### src/rtl/uart_tx_arbiter.sv
// Round-robin arbiter sharing one uart_tx between NUM_REQ byte producers, one byte per grant.
// Optional watchdog on the TX_Done wait is built when UART_ARB_TIMEOUT_EN is defined.
module uart_tx_arbiter #(
    parameter int unsigned NUM_REQ        = 4,
    parameter int unsigned DATA_WIDTH     = 8,
    parameter int unsigned CLOCKS_PER_BIT = 217,
    parameter int unsigned TIMEOUT_CYCLES = (DATA_WIDTH + 4) * CLOCKS_PER_BIT
) (
    input  logic                                       clk,
    input  logic                                       rst_n,
    input  logic [NUM_REQ-1:0]                         req_valid,
    input  logic [NUM_REQ*DATA_WIDTH-1:0]              req_data,
    output logic [NUM_REQ-1:0]                         req_ready,
    output logic [NUM_REQ-1:0]                         req_done,
    output logic                                       tx_data_valid,
    output logic [DATA_WIDTH-1:0]                      tx_byte,
    input  logic                                       tx_active,
    input  logic                                       tx_done,
    output logic [((NUM_REQ > 1) ? $clog2(NUM_REQ) : 1)-1:0] grant_id,
    output logic                                       busy
`ifdef UART_ARB_TIMEOUT_EN
    ,
    output logic                                       timeout_err
`endif
);

    localparam int unsigned GW = (NUM_REQ > 1) ? $clog2(NUM_REQ) : 1;
    localparam int unsigned DW_ALL = NUM_REQ * DATA_WIDTH;

    localparam logic [1:0] ARB_IDLE      = 2'd0;
    localparam logic [1:0] ARB_LAUNCH    = 2'd1;
    localparam logic [1:0] ARB_WAIT_DONE = 2'd2;

    logic [1:0]            state_q, state_d;
    logic [GW-1:0]         rr_ptr_q, rr_ptr_d;
    logic [GW-1:0]         grant_id_d;
    logic [GW-1:0]         sel_c;
    logic [GW-1:0]         next_ptr_c;
    logic                  found_c;
    logic [DATA_WIDTH-1:0] sel_data_c;
    logic [DATA_WIDTH-1:0] tx_byte_d;
    logic [NUM_REQ-1:0]    req_ready_d, req_done_d;
    logic                  tx_data_valid_d;
    logic                  busy_d;

`ifdef UART_ARB_TIMEOUT_EN
    localparam int unsigned CW = $clog2(TIMEOUT_CYCLES + 1);
    logic [CW-1:0] wd_cnt_q, wd_cnt_d;
    logic          timeout_err_d;
`endif

    // First pending requester at or after rr_ptr, wrapping around.
    always_comb begin
        logic [NUM_REQ-1:0] shifted;
        logic [DW_ALL-1:0]  data_sh;
        int unsigned        idx;
        sel_c   = '0;
        found_c = 1'b0;
        shifted = '0;
        idx     = 0;
        for (int unsigned i = 0; i < NUM_REQ; i++) begin
            idx = 32'(rr_ptr_q) + i;
            if (idx >= NUM_REQ) begin
                idx = idx - NUM_REQ;
            end
            shifted = req_valid >> idx;
            if (!found_c && shifted[0]) begin
                found_c = 1'b1;
                sel_c   = GW'(idx);
            end
        end
        data_sh    = req_data >> (32'(sel_c) * DATA_WIDTH);
        sel_data_c = data_sh[DATA_WIDTH-1:0];
    end

    assign next_ptr_c = (grant_id == GW'(NUM_REQ - 1)) ? '0 : grant_id + GW'(1);

    // Next-state and registered-output logic.
    always_comb begin
        state_d         = state_q;
        rr_ptr_d        = rr_ptr_q;
        grant_id_d      = grant_id;
        tx_byte_d       = tx_byte;
        req_ready_d     = '0;
        req_done_d      = '0;
        tx_data_valid_d = 1'b0;
`ifdef UART_ARB_TIMEOUT_EN
        wd_cnt_d        = '0;
        timeout_err_d   = timeout_err;
`endif
        case (state_q)
            ARB_IDLE: begin
                if (found_c && !tx_active) begin
                    state_d     = ARB_LAUNCH;
                    tx_byte_d   = sel_data_c;
                    grant_id_d  = sel_c;
                    req_ready_d = NUM_REQ'(1) << sel_c;
                end
            end
            ARB_LAUNCH: begin
                tx_data_valid_d = 1'b1;
                state_d         = ARB_WAIT_DONE;
            end
            ARB_WAIT_DONE: begin
                if (tx_done) begin
                    req_done_d = NUM_REQ'(1) << grant_id;
                    rr_ptr_d   = next_ptr_c;
                    state_d    = ARB_IDLE;
                end
`ifdef UART_ARB_TIMEOUT_EN
                // Give up on a silent UART; the grant is dropped without req_done.
                else if (wd_cnt_q == CW'(TIMEOUT_CYCLES - 1)) begin
                    timeout_err_d = 1'b1;
                    rr_ptr_d      = next_ptr_c;
                    state_d       = ARB_IDLE;
                end else begin
                    wd_cnt_d = wd_cnt_q + CW'(1);
                end
`endif
            end
            default: begin
                state_d = ARB_IDLE;
            end
        endcase
        busy_d = (state_d != ARB_IDLE);
    end

    always_ff @(posedge clk or negedge rst_n) begin
        if (!rst_n) begin
            state_q       <= ARB_IDLE;
            rr_ptr_q      <= '0;
            grant_id      <= '0;
            tx_byte       <= '0;
            req_ready     <= '0;
            req_done      <= '0;
            tx_data_valid <= 1'b0;
            busy          <= 1'b0;
        end else begin
            state_q       <= state_d;
            rr_ptr_q      <= rr_ptr_d;
            grant_id      <= grant_id_d;
            tx_byte       <= tx_byte_d;
            req_ready     <= req_ready_d;
            req_done      <= req_done_d;
            tx_data_valid <= tx_data_valid_d;
            busy          <= busy_d;
        end
    end

`ifdef UART_ARB_TIMEOUT_EN
    always_ff @(posedge clk or negedge rst_n) begin
        if (!rst_n) begin
            wd_cnt_q    <= '0;
            timeout_err <= 1'b0;
        end else begin
            wd_cnt_q    <= wd_cnt_d;
            timeout_err <= timeout_err_d;
        end
    end
`endif

endmodule

### config.mk
export PLATFORM = sky130hd
export DESIGN_NAME = uart_tx_arbiter
export DESIGN_NICKNAME = d
export VERILOG_FILES = /design/src/rtl/uart_tx_arbiter.sv
export SDC_FILE = /design/constraint.sdc
export NUM_CORES = 1
export LEC_CHECK = 0
export BUFFER_PORTS_ARGS = -buffer_cell sky130_fd_sc_hd__buf_4
export CORE_ASPECT_RATIO = 1.1
export CORE_UTILIZATION = 45
export DETAILED_ROUTE_END_ITERATION = 7
export PLACE_DENSITY = 0.75
export SLEW_MARGIN = 20
export SYNTH_ARGS = -nofsm -noshare
export SYNTH_HDL_FRONTEND = slang
export SYNTH_SLANG_ARGS = --single-unit
### constraint.sdc
create_clock -name clk -period 8.5 [get_ports clk]
set_input_delay 0.425 -clock clk [delete_from_list [all_inputs] [get_ports clk]]
set_output_delay 0.425 -clock clk [all_outputs]
set_load 0.05 [all_outputs]
==> insert_results.sql, run 1 <==
INSERT INTO impl_metrics (metric_group, metric, value, unit) VALUES
('timing', 'clk_skew', '3.89', 'ps'),
('synth', 'post_synth_inst_count', '130', ''),
('layout', 'final_core_utilization', '63.3', '%'),
('timing', 'worst-slew-pin-transition', '684', 'ps'),
('worst_setup_path', 'regToRegStartpoint', 'rr_ptr_q[0]', ''),
('synth', 'cell_type_with_the_highest_aggregate_area_in_the_netlist', 'sky130_fd_sc_hd__dfrtp_1', ''),
('placed_design', 'detailedPlacementHpwl', '2490', 'µm'),
('worst_setup_path', 'timing.reg2reg.setup_slack', '5280', 'ps'),
('layout', 'drive_above_1_share', '41.3', '%'),
('global_route', 'grt_start_max_net_pins', '25', ''),
('timing', 'min_period_over_period', '37.8', '%'),
('floorplan', 'ios', '60', ''),
('routing', 'avgViaCountPerCell', '5.32', ''),
('timing', 'rsz_0062_raised_after_global_routing', 'no', ''),
('worst_setup_path', 'critPathRequiredTime', '8690', 'ps'),
('timing', 'drv_slew', '0', ''),
('synth', 'yosysSeqAreaShare', '40.7', '%'),
('hold_path', 'hold_path_startpoint', 'req_data[13]', ''),
('global_route', 'antenna_violations_before_repair', '0', ''),
('layout', 'insertedDiodeCount', '0', ''),
('floorplan', 'rows', '21', ''),
('worst_setup_path', 'worst-r2r-cell-count', '8', ''),
('floorplan', 'fp.coreArea', '3070', 'µm²'),
('placed_design', 'placement.setup.worst_slack', '5260', 'ps'),
('routing', 'drc', '0', ''),
('global_route', 'sum_of_overflow_across_all_layers_after_global_routing', '0', ''),
('clocking', 'clock_buffer_count_from_cts', '3', ''),
('layout', 'fillCellCount', '247', ''),
('worst_setup_path', 'timing.critical_path.max_delay_family', 'compound AO/OA/AOI/OAI gates', ''),
('power', 'leakagePower', '1.00', 'nW'),
('routing', 'detailedRoute.firstPassIterationCount', '4', ''),
('routing', 'drt_iter0_markers', '9', ''),
('routing', 'post_drt_wl_per_cell', '14.4', 'µm'),
('hold_path', 'holdCritPathClass', 'in -> reg', ''),
('placed_design', 'numPortBuffers', '59', ''),
('worst_setup_path', 'buffers_inverters_on_critical_path', '1', ''),
('synth', 'synth.top_cells.by_area', 'sky130_fd_sc_hd__dfrtp_1, sky130_fd_sc_hd__mux2i_1, sky130_fd_sc_hd__o221ai_2, sky130_fd_sc_hd__ha_1, sky130_fd_sc_hd__nand2_1', ''),
('floorplan', 'die_h', '62.0', 'µm'),
('clocking', 'cts_tree', 'built', ''),
('timing', 'hold_violations', '0', ''),
('worst_setup_path', 'worstReg2RegEnd', 'tx_byte[0]', ''),
('clocking', 'post_cts_buffers', '0', ''),
('flow_run', 'timing.max_cap.violations', '0', ''),
('placed_design', 'globalplace.congestion', '0.911', ''),
('worst_setup_path', 'worst-endpoint-arrival', '3410', 'ps'),
('synth', 'yosysTopAreaCellShare', '40.7', '%'),
('global_route', 'grt_pass1_wl', '4880', 'µm'),
('clocking', 'clock_tree.root_cell', 'sky130_fd_sc_hd__clkbuf_4', ''),
('worst_setup_path', 'timing_worst_setup_path_type', 'reg -> reg', ''),
('timing', 'worst_slew_margin_rel', '54.2', '%'),
('timing', 'max_freq', '311', 'MHz'),
('timing', 'finalSetupTns', '0', 'ps'),
('clocking', 'numClockSinks', '24', ''),
('floorplan', 'initial_core_util', '47.9', '%'),
('clocking', 'cts.htree.levels', '1', ''),
('floorplan', 'die_area', '3510', 'µm²'),
('status', 'outcome', 'complete, no violations', ''),
('routing', 'vias', '1187', ''),
('synth', 'post_synthesis_instance_area', '1470', 'µm²'),
('clocking', 'largest_buffer_count_on_any_clock_path', '2', ''),
('synth', 'synthesis.area_per_instance', '11.3', 'µm²'),
('global_route', 'globalRouteTotalUtil', '18.2', '%'),
('floorplan', 'die_width', '56.6', 'µm'),
('synth', 'ys.warnings.count', '0', ''),
('layout', 'area_delta_synth_final', '32.0', '%'),
('worst_setup_path', 'top_fanout_value_on_the_critical_path', '16', ''),
('synth', 'synth.lib_cells_used.distinct', '35', ''),
('synth', 'net_count_of_the_mapped_netlist', '179', ''),
('routing', 'drtAntennaViolNets', '0', ''),
('routing', 'finalWirelength', '3210', 'µm'),
('clocking', 'clock_insertion_delay_worst_skew', '300', 'ps');
power breakdown:
part	switching [mW]	leakage [nW]	internal, mW
sequential	0.0379	0.308	0.160
clock	0.0310	0.0138	0.0165
combinational	0.349	0.678	0.216
synth_stat cells:
cell	instances
sky130_fd_sc_hd__mux2_2	1
sky130_fd_sc_hd__nor2b_1	2
sky130_fd_sc_hd__mux4_1	1
sky130_fd_sc_hd__inv_1	6
sky130_fd_sc_hd__xnor2_1	2
sky130_fd_sc_hd__o221ai_2	8
sky130_fd_sc_hd__nand2_2	1
sky130_fd_sc_hd__nand2_1	14
sky130_fd_sc_hd__or3_4	1
sky130_fd_sc_hd__clkbuf_1	1
sky130_fd_sc_hd__nor3_1	2
sky130_fd_sc_hd__o211ai_1	1
sky130_fd_sc_hd__buf_12	1
sky130_fd_sc_hd__and3b_1	1
sky130_fd_sc_hd__o21ai_0	5
sky130_fd_sc_hd__or2b_2	1
sky130_fd_sc_hd__o22ai_2	1
sky130_fd_sc_hd__ha_1	9
sky130_fd_sc_hd__nor2_1	6
sky130_fd_sc_hd__a21oi_1	3
sky130_fd_sc_hd__nand3b_1	2
sky130_fd_sc_hd__and2_1	5
sky130_fd_sc_hd__nor3b_1	1
sky130_fd_sc_hd__dfrtp_1	24
sky130_fd_sc_hd__o22ai_1	1
sky130_fd_sc_hd__buf_4	1
sky130_fd_sc_hd__a22oi_1	1
sky130_fd_sc_hd__buf_6	2
sky130_fd_sc_hd__a21boi_0	2
sky130_fd_sc_hd__nand2b_1	1
sky130_fd_sc_hd__mux2i_1	19
sky130_fd_sc_hd__o21ai_4	1
sky130_fd_sc_hd__o2111ai_1	1
sky130_fd_sc_hd__a31oi_1	1
sky130_fd_sc_hd__or2_2	1
cell type report:
type                            instances  area [µm²]  area share (%)
Clock buffer                            3        22.5            1.16
Inverter                                6        22.5            1.16
Multi-Input combinational cell         95         797            41.0
Sequential cell                        24         601            30.9
Tap cell                               34        42.5            2.19
Timing Repair Buffer                   61         460            23.7
logic make-up (layout without fill, tap and decap cells):
logic type      count (synthesis)  after routing  share of synthesized area (%)
xor+xnor                        2              2                           1.19
compound gates                 25             25                           16.3
buf+inv                        11             70                           5.18
fa+ha+maj                       9              9                           7.64
simple gates                   38             38                           13.5
flops                          24             24                           40.7
mux                            21             21                           15.5
worst reg2reg max path: stages, from the launching register on:
cell and delay, ps:
sky130_fd_sc_hd__dfrtp_1 610, sky130_fd_sc_hd__inv_1 240, sky130_fd_sc_hd__ha_1 400, sky130_fd_sc_hd__or3_4 420, sky130_fd_sc_hd__a31oi_1 220, sky130_fd_sc_hd__o22ai_2 160
sky130_fd_sc_hd__o21ai_4 590, sky130_fd_sc_hd__mux2i_1 340, sky130_fd_sc_hd__o221ai_2 130
cells in the final DEF (no fill, tap or decap), drive strengths merged, types with 5 or more instances in the layout:
master,Yosys,final
mux2i,19,19
ha,9,9
inv,6,6
o221ai,8,8
and2,5,5
dfrtp,24,24
o21ai,6,6
nor2,6,6
nand2,15,15
buf,4,60
state kept, by name, indices dropped and copies added, names as in the netlist:
name and cells:
tx_byte 8, req_done 4, req_ready 4, grant_id 2, rr_ptr_q 2, state_q 2, busy 1, tx_data_valid 1
stage by stage:
step | area (µm²) | hold WS, ps | std cells | total power [mW]
after floorplan | 1470 | 129 | 130 | 0.659
after global placement | 1910 | 338 | 219 | 0.751
after detailed placement | 1910 | 337 | 219 | 0.770
after CTS | 1940 | 0.520 | 222 | 0.816
after global routing | 1950 | 428 | 223 | 0.866
final | 1950 | 436 | 223 | 0.811
metal layers:
metal	vias up	global-route usage, %	share of wire (%)
li1	587	-	-
met1	564	20.5	41
met2	32	35.1	54
met3	4	1.86	4.2
met4	0	8.71	1.6
met5	-	0	0
timing repair:
item / CTS / global route
endpoints found under the hold margin: 0 / 24
resized for setup: 0 / 0
hold buffers: 0 / 1
worst max-delay path by stage:
| stage | cells after the start | from | slack [ps] | end |
|---|---|---|---|---|
| after floorplan | 10 | rr_ptr_q[0] | 5800 | tx_byte[0] |
| after global placement | 8 | rr_ptr_q[0] | 5450 | tx_byte[5] |
| after detailed placement | 8 | rr_ptr_q[0] | 5260 | tx_byte[0] |
| after CTS | 8 | rr_ptr_q[0] | 5250 | tx_byte[0] |
| after global routing | 8 | rr_ptr_q[0] | 5090 | tx_byte[3] |
| final | 8 | rr_ptr_q[0] | 5280 | tx_byte[0] |
(Power assumes the default switching activity.)
==> inputs of run 2 (changes only) <==
Settings changed: ABC_AREA set to 1, CORE_UTILIZATION 45 to 44.
Clock period 8.5 ns to 2.9 ns, I/O delays scaled along.
==> run 2 against run 1 <==
Effect of this change: synthesized cell count increased by 65%; register-to-register slack got worse by 5000 ps; synthesized area grew 11%; die area is 13% higher; sequential power rose to 2.9 times the previous value; core utilization shrank 0.52 points; combinational power rose to 3.6 times the previous value; critical path type unchanged; highest routed layer unchanged; via count is 29% higher; design area rose by 11%; largest power group unchanged.
==> insert_results.sql, run 2 <==
INSERT INTO impl_metrics (metric_group, metric, value, unit) VALUES
('global_route', 'globalRouteTotalUtil', '18.7', '%'),
('timing', 'max_freq', '381', 'MHz'),
('status', 'outcome', 'complete, no violations', ''),
('worst_setup_path', 'critical-path-max-stage-delay', '570', 'ps'),
('timing', 'clk_skew', '7.09', 'ps'),
('global_route', 'antenna_violations_before_repair', '0', ''),
('global_route', 'sum_of_overflow_across_all_layers_after_global_routing', '0', ''),
('clocking', 'clock_tree.root_cell', 'sky130_fd_sc_hd__clkbuf_4', ''),
('timing', 'hold_violations', '0', ''),
('flow_run', 'timing.max_cap.violations', '0', ''),
('timing', 'timing.final.crit_period', '2630', 'ps'),
('layout', 'mostFrequentLayoutCell', 'sky130_fd_sc_hd__buf_4', ''),
('worst_setup_path', 'top_fanout_value_on_the_critical_path', '26', ''),
('clocking', 'clock_buffer_count_from_cts', '3', ''),
('layout', 'final_core_utilization', '62.8', '%'),
('hold_path', 'holdCritPathClass', 'in -> reg', ''),
('global_route', 'first_global_vias', '1361', ''),
('synth', 'yosys_most_used_dff', 'sky130_fd_sc_hd__dfrtp_1', ''),
('layout', 'drive_above_1_share', '34.1', '%'),
('timing', 'min_period_over_period', '90.6', '%'),
('synth', 'synth.top_cells.by_area', 'sky130_fd_sc_hd__dfrtp_1, sky130_fd_sc_hd__nand2_1, sky130_fd_sc_hd__inv_1, sky130_fd_sc_hd__nand3_1, sky130_fd_sc_hd__ha_1', ''),
('timing', 'timing.final.ws_setup', '273', 'ps'),
('routing', 'drc', '0', ''),
('worst_setup_path', 'crit_path_cell_trace', 'inv_2, ha_1, inv_1, nand3_2, nand2_1, nor2_1, o21ai_2, nand2_2, nand3_4, or2_1, nand3_1, nand3_1', ''),
('placed_design', 'detailedPlacementHpwl', '2890', 'µm'),
('power', 'ir_worst_vdd', '0.720', 'mV'),
('worst_setup_path', 'path_common_cell', 'sky130_fd_sc_hd__nand3_1', ''),
('power', 'power-per-cell-area', '1320', 'nW/µm²'),
('floorplan', 'die_h', '65.9', 'µm'),
('clocking', 'cts_tree', 'built', ''),
('synth', 'synth.lib_cells_used.distinct', '23', ''),
('worst_setup_path', 'timing.critical_path.max_delay_family', 'simple AND/OR/NAND/NOR gates', ''),
('layout', 'biggestRegsByFlops', 'tx_byte x8, req_done x4, req_ready x4', ''),
('placed_design', 'placement.setup.worst_slack', '288', 'ps'),
('synth', 'net_count_of_the_mapped_netlist', '264', ''),
('synth', 'cell_type_with_the_highest_aggregate_area_in_the_netlist', 'sky130_fd_sc_hd__dfrtp_1', ''),
('worst_setup_path', 'timing_worst_setup_path_type', 'reg -> reg', ''),
('routing', 'avgViaCountPerCell', '4.71', ''),
('timing', 'number_of_setup_violations_in_the_final_report', '0', ''),
('worst_setup_path', 'critPathRequiredTime', '3080', 'ps'),
('timing', 'worst-slew-pin-transition', '492', 'ps'),
('worst_setup_path', 'worstSetupEndpointType', 'flip-flop', ''),
('placed_design', 'globalplace.congestion', '1.01', ''),
('routing', 'vias', '1527', ''),
('synth', 'synthesis.area_per_instance', '7.59', 'µm²'),
('floorplan', 'die_width', '60.1', 'µm'),
('placed_design', 'numPortBuffers', '59', ''),
('layout', 'final_net_count', '326', ''),
('worst_setup_path', 'critPathLaunchType', 'flip-flop', ''),
('floorplan', 'ios', '60', ''),
('synth', 'yosysSeqAreaShare', '36.8', '%'),
('layout', 'largest-register', 'tx_byte', ''),
('worst_setup_path', 'worst-endpoint-arrival', '2810', 'ps'),
('routing', 'finalWirelength', '3600', 'µm'),
('synth', 'postSynthRegisterBits', '24', ''),
('layout', 'insertedDiodeCount', '0', ''),
('global_route', 'grt_start_max_net_pins', '27', ''),
('timing', 'finalSetupTns', '0', 'ps'),
('synth', 'post_synth_inst_count', '215', ''),
('synth', 'synth_enable_flop_cells', '0', ''),
('clocking', 'cts.htree.levels', '1', ''),
('clocking', 'numClockSinks', '24', ''),
('floorplan', 'fp.coreArea', '3440', 'µm²'),
('floorplan', 'die_area', '3960', 'µm²'),
('floorplan', 'initial_core_util', '47.4', '%'),
('timing', 'worst_slew_margin_rel', '67.1', '%'),
('synth', 'ys.warnings.count', '0', ''),
('routing', 'detailedRoute.firstPassIterationCount', '4', ''),
('synth', 'post_synthesis_instance_area', '1630', 'µm²'),
('timing', 'drv_slew', '0', ''),
('clocking', 'clock_insertion_delay_worst_skew', '300', 'ps'),
('timing', 'rsz_0062_raised_after_global_routing', 'no', ''),
('floorplan', 'rows', '22', ''),
('synth', 'yosysTopAreaCellShare', '36.8', '%'),
('layout', 'fillCellCount', '334', ''),
('power', 'leakagePower', '1.24', 'nW'),
('layout', 'largest_register_ffs', '8', ''),
('layout', 'area_delta_synth_final', '32.4', '%'),
('clocking', 'resize_count_post_cts', '0', ''),
('clocking', 'largest_buffer_count_on_any_clock_path', '2', ''),
('synth', 'synth_async_sr_flop_share', '100', '%'),
('layout', 'mostFrequentLayoutCells', 'sky130_fd_sc_hd__buf_4, sky130_fd_sc_hd__nand2_1, sky130_fd_sc_hd__inv_1, sky130_fd_sc_hd__nand3_1, sky130_fd_sc_hd__dfrtp_1', ''),
('routing', 'post_drt_wl_per_cell', '11.1', 'µm'),
('synth', 'netlist_top_cells_count', 'sky130_fd_sc_hd__nand2_1, sky130_fd_sc_hd__inv_1, sky130_fd_sc_hd__dfrtp_1, sky130_fd_sc_hd__nand3_1, sky130_fd_sc_hd__nor2_1', ''),
('synth', 'synthMostInstantiatedCell', 'sky130_fd_sc_hd__nand2_1', ''),
('clocking', 'worst_setup_hold_path_clk_slew', '130', 'ps'),
('global_route', 'grt_pass1_wl', '5790', 'µm'),
('routing', 'drtAntennaViolNets', '0', ''),
('routing', 'drt_iter0_markers', '49', ''),
('worst_setup_path', 'buffers_inverters_on_critical_path', '2', ''),
('worst_setup_path', 'cp_max_stage_cell', 'sky130_fd_sc_hd__dfrtp_1', '');
run 2: kinds of logic (layout without fill, tap and decap cells):
family | after synthesis | count (layout) | share of synthesized area, %
simple gates | 122 | 122 | 38.7
flops | 24 | 24 | 36.8
compound gates | 14 | 14 | 5.45
fa+ha+maj | 9 | 9 | 6.90
buf+inv | 46 | 107 | 12.2
run 2: cell type report:
cell class                      instances  area [µm²]  share of cell area (%)
Inverter                               43         161                    7.47
Multi-Input combinational cell        145         832                    38.5
Tap cell                               48        60.1                    2.78
Clock buffer                            3        22.5                    1.04
Timing Repair Buffer                   60         453                    21.0
Clock inverter                          1        30.0                    1.39
Sequential cell                        24         601                    27.8
run 2: worst paths after layout:
check | endpoint | startpoint | depth (start not counted) | slack [ps]
worst max-delay path | tx_byte[0] | rr_ptr_q[0] | 12 | 270
worst min-delay path | state_q[1] | tx_done | 2 | 80
worst max register to register | tx_byte[0] | rr_ptr_q[0] | 12 | 270
worst min register to register | tx_byte[5] | tx_byte[5] | 2 | 500
max in group asynchronous | req_ready[0] | rst_n | 2 | 2420
min in group asynchronous | rr_ptr_q[0] | rst_n | 2 | 250
run 2: routing by layer:
layer / global-route usage (%) / part of all wire [%]
met5: 0 / 0
met4: 5.81 / 0.75
met3: 1.76 / 3.0
met2: 31.0 / 50
met1: 25.3 / 46
run 2: power by group:
group	internal, mW	total, mW	leakage [nW]	switching, mW
Combinational	0.627	2.05	0.907	1.42
Clock	0.140	0.234	0.0279	0.0942
Sequential	0.477	0.577	0.306	0.0995
Total	1.24	2.86	1.24	1.62
run 2: repair_timing:
action                                  in CTS  in global routing
hold buffers                                 1                  0
setup buffers                                0                  0
endpoints found under the setup margin       0                  0
hold endpoints to repair                    24                  0
run 2: through the flow:
step                instance area (µm²)  power [mW]  cells  hold WS, ps
finish                             2160        2.86    324         81.2
global route                       2160        3.12    324         70.0
CTS                                2160        2.87    324         77.7
detailed placement                 2100        2.62    319         52.9
global placement                   2100        2.59    319         53.4
floorplan                          1630        2.23    215         -151
==> inputs of run 3 (changes only) <==
Settings changed: CORE_UTILIZATION 44 to 45, CTS_BUF_LIST set to sky130_fd_sc_hd__clkbuf_4 sky130_fd_sc_hd__clkbuf_8, PLACE_DENSITY 0.75 to 0.77, RECOVER_POWER set to 100.
==> run 3 against run 2 <==
Effect of this change: hold slack got worse by 5.8 ps; clock skew about the same; sequential cell count unchanged; critical path depth down 1; sequential share of layout area is 1.3 points higher; cell count is the same; critical path type unchanged; largest power group unchanged.
==> insert_results.sql, run 3 (synthesized netlist as in run 2, its figures left out) <==
INSERT INTO impl_metrics (metric_group, metric, value, unit) VALUES
('placed_design', 'detailedPlacementHpwl', '2740', 'µm'),
('global_route', 'first_global_vias', '1300', ''),
('global_route', 'globalRouteTotalUtil', '19.8', '%'),
('layout', 'insertedDiodeCount', '0', ''),
('worst_setup_path', 'cp_num_cells', '11', ''),
('worst_setup_path', 'worst-r2r-cell-count', '11', ''),
('floorplan', 'die_width', '59.4', 'µm'),
('worst_setup_path', 'timing_worst_setup_path_type', 'reg -> reg', ''),
('hold_path', 'holdCritPathClass', 'in -> reg', ''),
('floorplan', 'rows', '22', ''),
('placed_design', 'globalplace.congestion', '1.00', ''),
('floorplan', 'initial_core_util', '48.2', '%'),
('power', 'ir_worst_vdd', '0.698', 'mV'),
('clocking', 'worst_setup_hold_path_clk_slew', '120', 'ps'),
('routing', 'vias', '1498', ''),
('timing', 'timing.final.crit_period', '2630', 'ps'),
('timing', 'worst-slew-pin-transition', '1220', 'ps'),
('worst_setup_path', 'worst-endpoint-arrival', '2840', 'ps'),
('timing', 'worst_slew_margin_rel', '18.7', '%'),
('global_route', 'antenna_violations_before_repair', '0', ''),
('placed_design', 'placed_cells', '319', ''),
('clocking', 'numClockSinks', '24', ''),
('timing', 'timing.final.ws_setup', '271', 'ps'),
('layout', 'mostFrequentLayoutCells', 'sky130_fd_sc_hd__nand2_1, sky130_fd_sc_hd__inv_1, sky130_fd_sc_hd__buf_4, sky130_fd_sc_hd__nand3_1, sky130_fd_sc_hd__dfrtp_1', ''),
('layout', 'final_cell_count_no_fill', '324', ''),
('layout', 'largest-register', 'tx_byte', ''),
('floorplan', 'ios', '60', ''),
('placed_design', 'postPlaceCellArea', '2100', 'µm²'),
('routing', 'avgViaCountPerCell', '4.62', ''),
('worst_setup_path', 'critPathLaunchType', 'flip-flop', ''),
('timing', 'min_period_over_period', '90.7', '%'),
('timing', 'number_of_setup_violations_in_the_final_report', '0', ''),
('worst_setup_path', 'cp_max_stage_cell', 'sky130_fd_sc_hd__dfrtp_1', ''),
('layout', 'regArea', '601', 'µm²'),
('power', 'leakagePower', '1.15', 'nW'),
('clocking', 'clock_insertion_delay_worst_skew', '320', 'ps'),
('global_route', 'grt_pass1_wl', '5840', 'µm'),
('timing', 'finalSetupTns', '0', 'ps'),
('worst_setup_path', 'top_fanout_value_on_the_critical_path', '11', ''),
('floorplan', 'fp.coreArea', '3390', 'µm²'),
('routing', 'drc', '0', ''),
('layout', 'design_area', '2060', 'µm²'),
('placed_design', 'placement.setup.worst_slack', '303', 'ps'),
('routing', 'detailedRoute.firstPassIterationCount', '4', ''),
('power', 'power-per-cell-area', '1290', 'nW/µm²'),
('floorplan', 'die_h', '65.2', 'µm'),
('clocking', 'clock_tree.root_cell', 'sky130_fd_sc_hd__clkbuf_4', ''),
('worst_setup_path', 'worstSetupEndpointType', 'flip-flop', ''),
('placed_design', 'numPortBuffers', '59', ''),
('layout', 'area_delta_synth_final', '26.5', '%'),
('global_route', 'sum_of_overflow_across_all_layers_after_global_routing', '0', ''),
('hold_path', 'holdPathStages', '3', ''),
('worst_setup_path', 'crit_path_cell_trace', 'inv_2, ha_1, inv_1, nand3_1, nand3_1, inv_1, nor2_1, nor2_1, nand2_1, inv_2, or2_2', ''),
('global_route', 'grt_start_max_net_pins', '27', ''),
('clocking', 'resize_count_post_cts', '0', ''),
('flow_run', 'timing.max_cap.violations', '0', ''),
('layout', 'fillCellCount', '328', ''),
('timing', 'rsz_0062_raised_after_global_routing', 'no', ''),
('status', 'outcome', 'complete, no violations', ''),
('clocking', 'cts_tree', 'built', ''),
('layout', 'mostFrequentLayoutCell', 'sky130_fd_sc_hd__nand2_1', ''),
('worst_setup_path', 'critical-path-max-stage-delay', '550', 'ps'),
('clocking', 'largest_buffer_count_on_any_clock_path', '2', ''),
('floorplan', 'die_area', '3870', 'µm²'),
('clocking', 'post_cts_buffers', '0', ''),
('worst_setup_path', 'critPathRequiredTime', '3110', 'ps'),
('timing', 'drv_slew', '0', ''),
('routing', 'drt_iter0_markers', '40', ''),
('layout', 'biggestRegsByFlops', 'tx_byte x8, req_done x4, req_ready x4', ''),
('clocking', 'cts.htree.levels', '1', ''),
('routing', 'post_drt_wl_per_cell', '10.6', 'µm'),
('timing', 'clk_skew', '6.98', 'ps'),
('worst_setup_path', 'timing.critical_path.max_delay_family', 'simple AND/OR/NAND/NOR gates', ''),
('layout', 'final_net_count', '326', ''),
('routing', 'finalWirelength', '3450', 'µm'),
('routing', 'drtAntennaViolNets', '0', ''),
('timing', 'max_freq', '380', 'MHz'),
('timing', 'holdWs', '75.3', 'ps'),
('layout', 'multi_input_area', '832', 'µm²'),
('layout', 'largest_register_ffs', '8', ''),
('clocking', 'clock_buffer_count_from_cts', '3', ''),
('worst_setup_path', 'buffers_inverters_on_critical_path', '4', ''),
('timing', 'hold_violations', '0', ''),
('layout', 'drive_above_1_share', '26.4', '%');
## run 3: cell count changes in the layout (fill, tap and decap cells not counted), sizes merged
cell	change
bufinv	-1
buf	-21
clkbuf	+22
## run 3: final cells by class
cell class,instances,area share [%]
multi-input cells,145,40.3
well taps,48,2.91
flip-flops and latches,24,29.1
clock buffers,4,1.76
repair buffers,60,18.1
inverters,43,7.82
## run 3: worst reg2reg max path: stages (launching register included)
cell	delay, ps
sky130_fd_sc_hd__dfrtp_1	550
sky130_fd_sc_hd__inv_2	170
sky130_fd_sc_hd__ha_1	380
sky130_fd_sc_hd__inv_1	120
sky130_fd_sc_hd__nand3_1	90
sky130_fd_sc_hd__nand3_1	130
sky130_fd_sc_hd__inv_1	80
sky130_fd_sc_hd__nor2_1	100
sky130_fd_sc_hd__nor2_1	50
sky130_fd_sc_hd__nand2_1	380
sky130_fd_sc_hd__inv_2	170
sky130_fd_sc_hd__or2_2	300
## run 3: layer usage
| metal | up-vias | share of wire, % | GRT usage, % |
|---|---|---|---|
| li1 | 797 | - | - |
| met1 | 653 | 47 | 29.4 |
| met2 | 43 | 47 | 29.6 |
| met3 | 5 | 4.2 | 1.18 |
| met4 | 0 | 1.6 | 8.04 |
| met5 | - | 0 | 0 |
## run 3: through the flow
stage	total power, mW	util (%)
final	2.67	61.0
after global placement	2.57	61.9
after CTS	2.77	63.3
after global routing	2.92	61.0
after floorplan	2.23	-
after detailed placement	2.59	61.9
## run 3: repair_timing
action	4_1_cts	5_1_grt
setup endpoints to repair	0	0
hold buffers	1	0
hold endpoints to repair	24	0
## run 3: path summary, 6_finish.rpt
kind	startpoint	endpoint	slack [ps]
worst max register to register	rr_ptr_q[0]	busy	270
min in group asynchronous	rst_n	rr_ptr_q[0]	610
max in group asynchronous	rst_n	busy	1580
worst min register to register	tx_byte[6]	tx_byte[6]	500
worst max-delay path	rr_ptr_q[0]	busy	270
worst min-delay path	tx_done	req_done[1]	80
## run 3: where the power goes
group / internal, mW / switching (mW)
clock network: 0.0768 / 0.0968
registers: 0.477 / 0.0935
logic: 0.528 / 1.40
total: 1.08 / 1.59
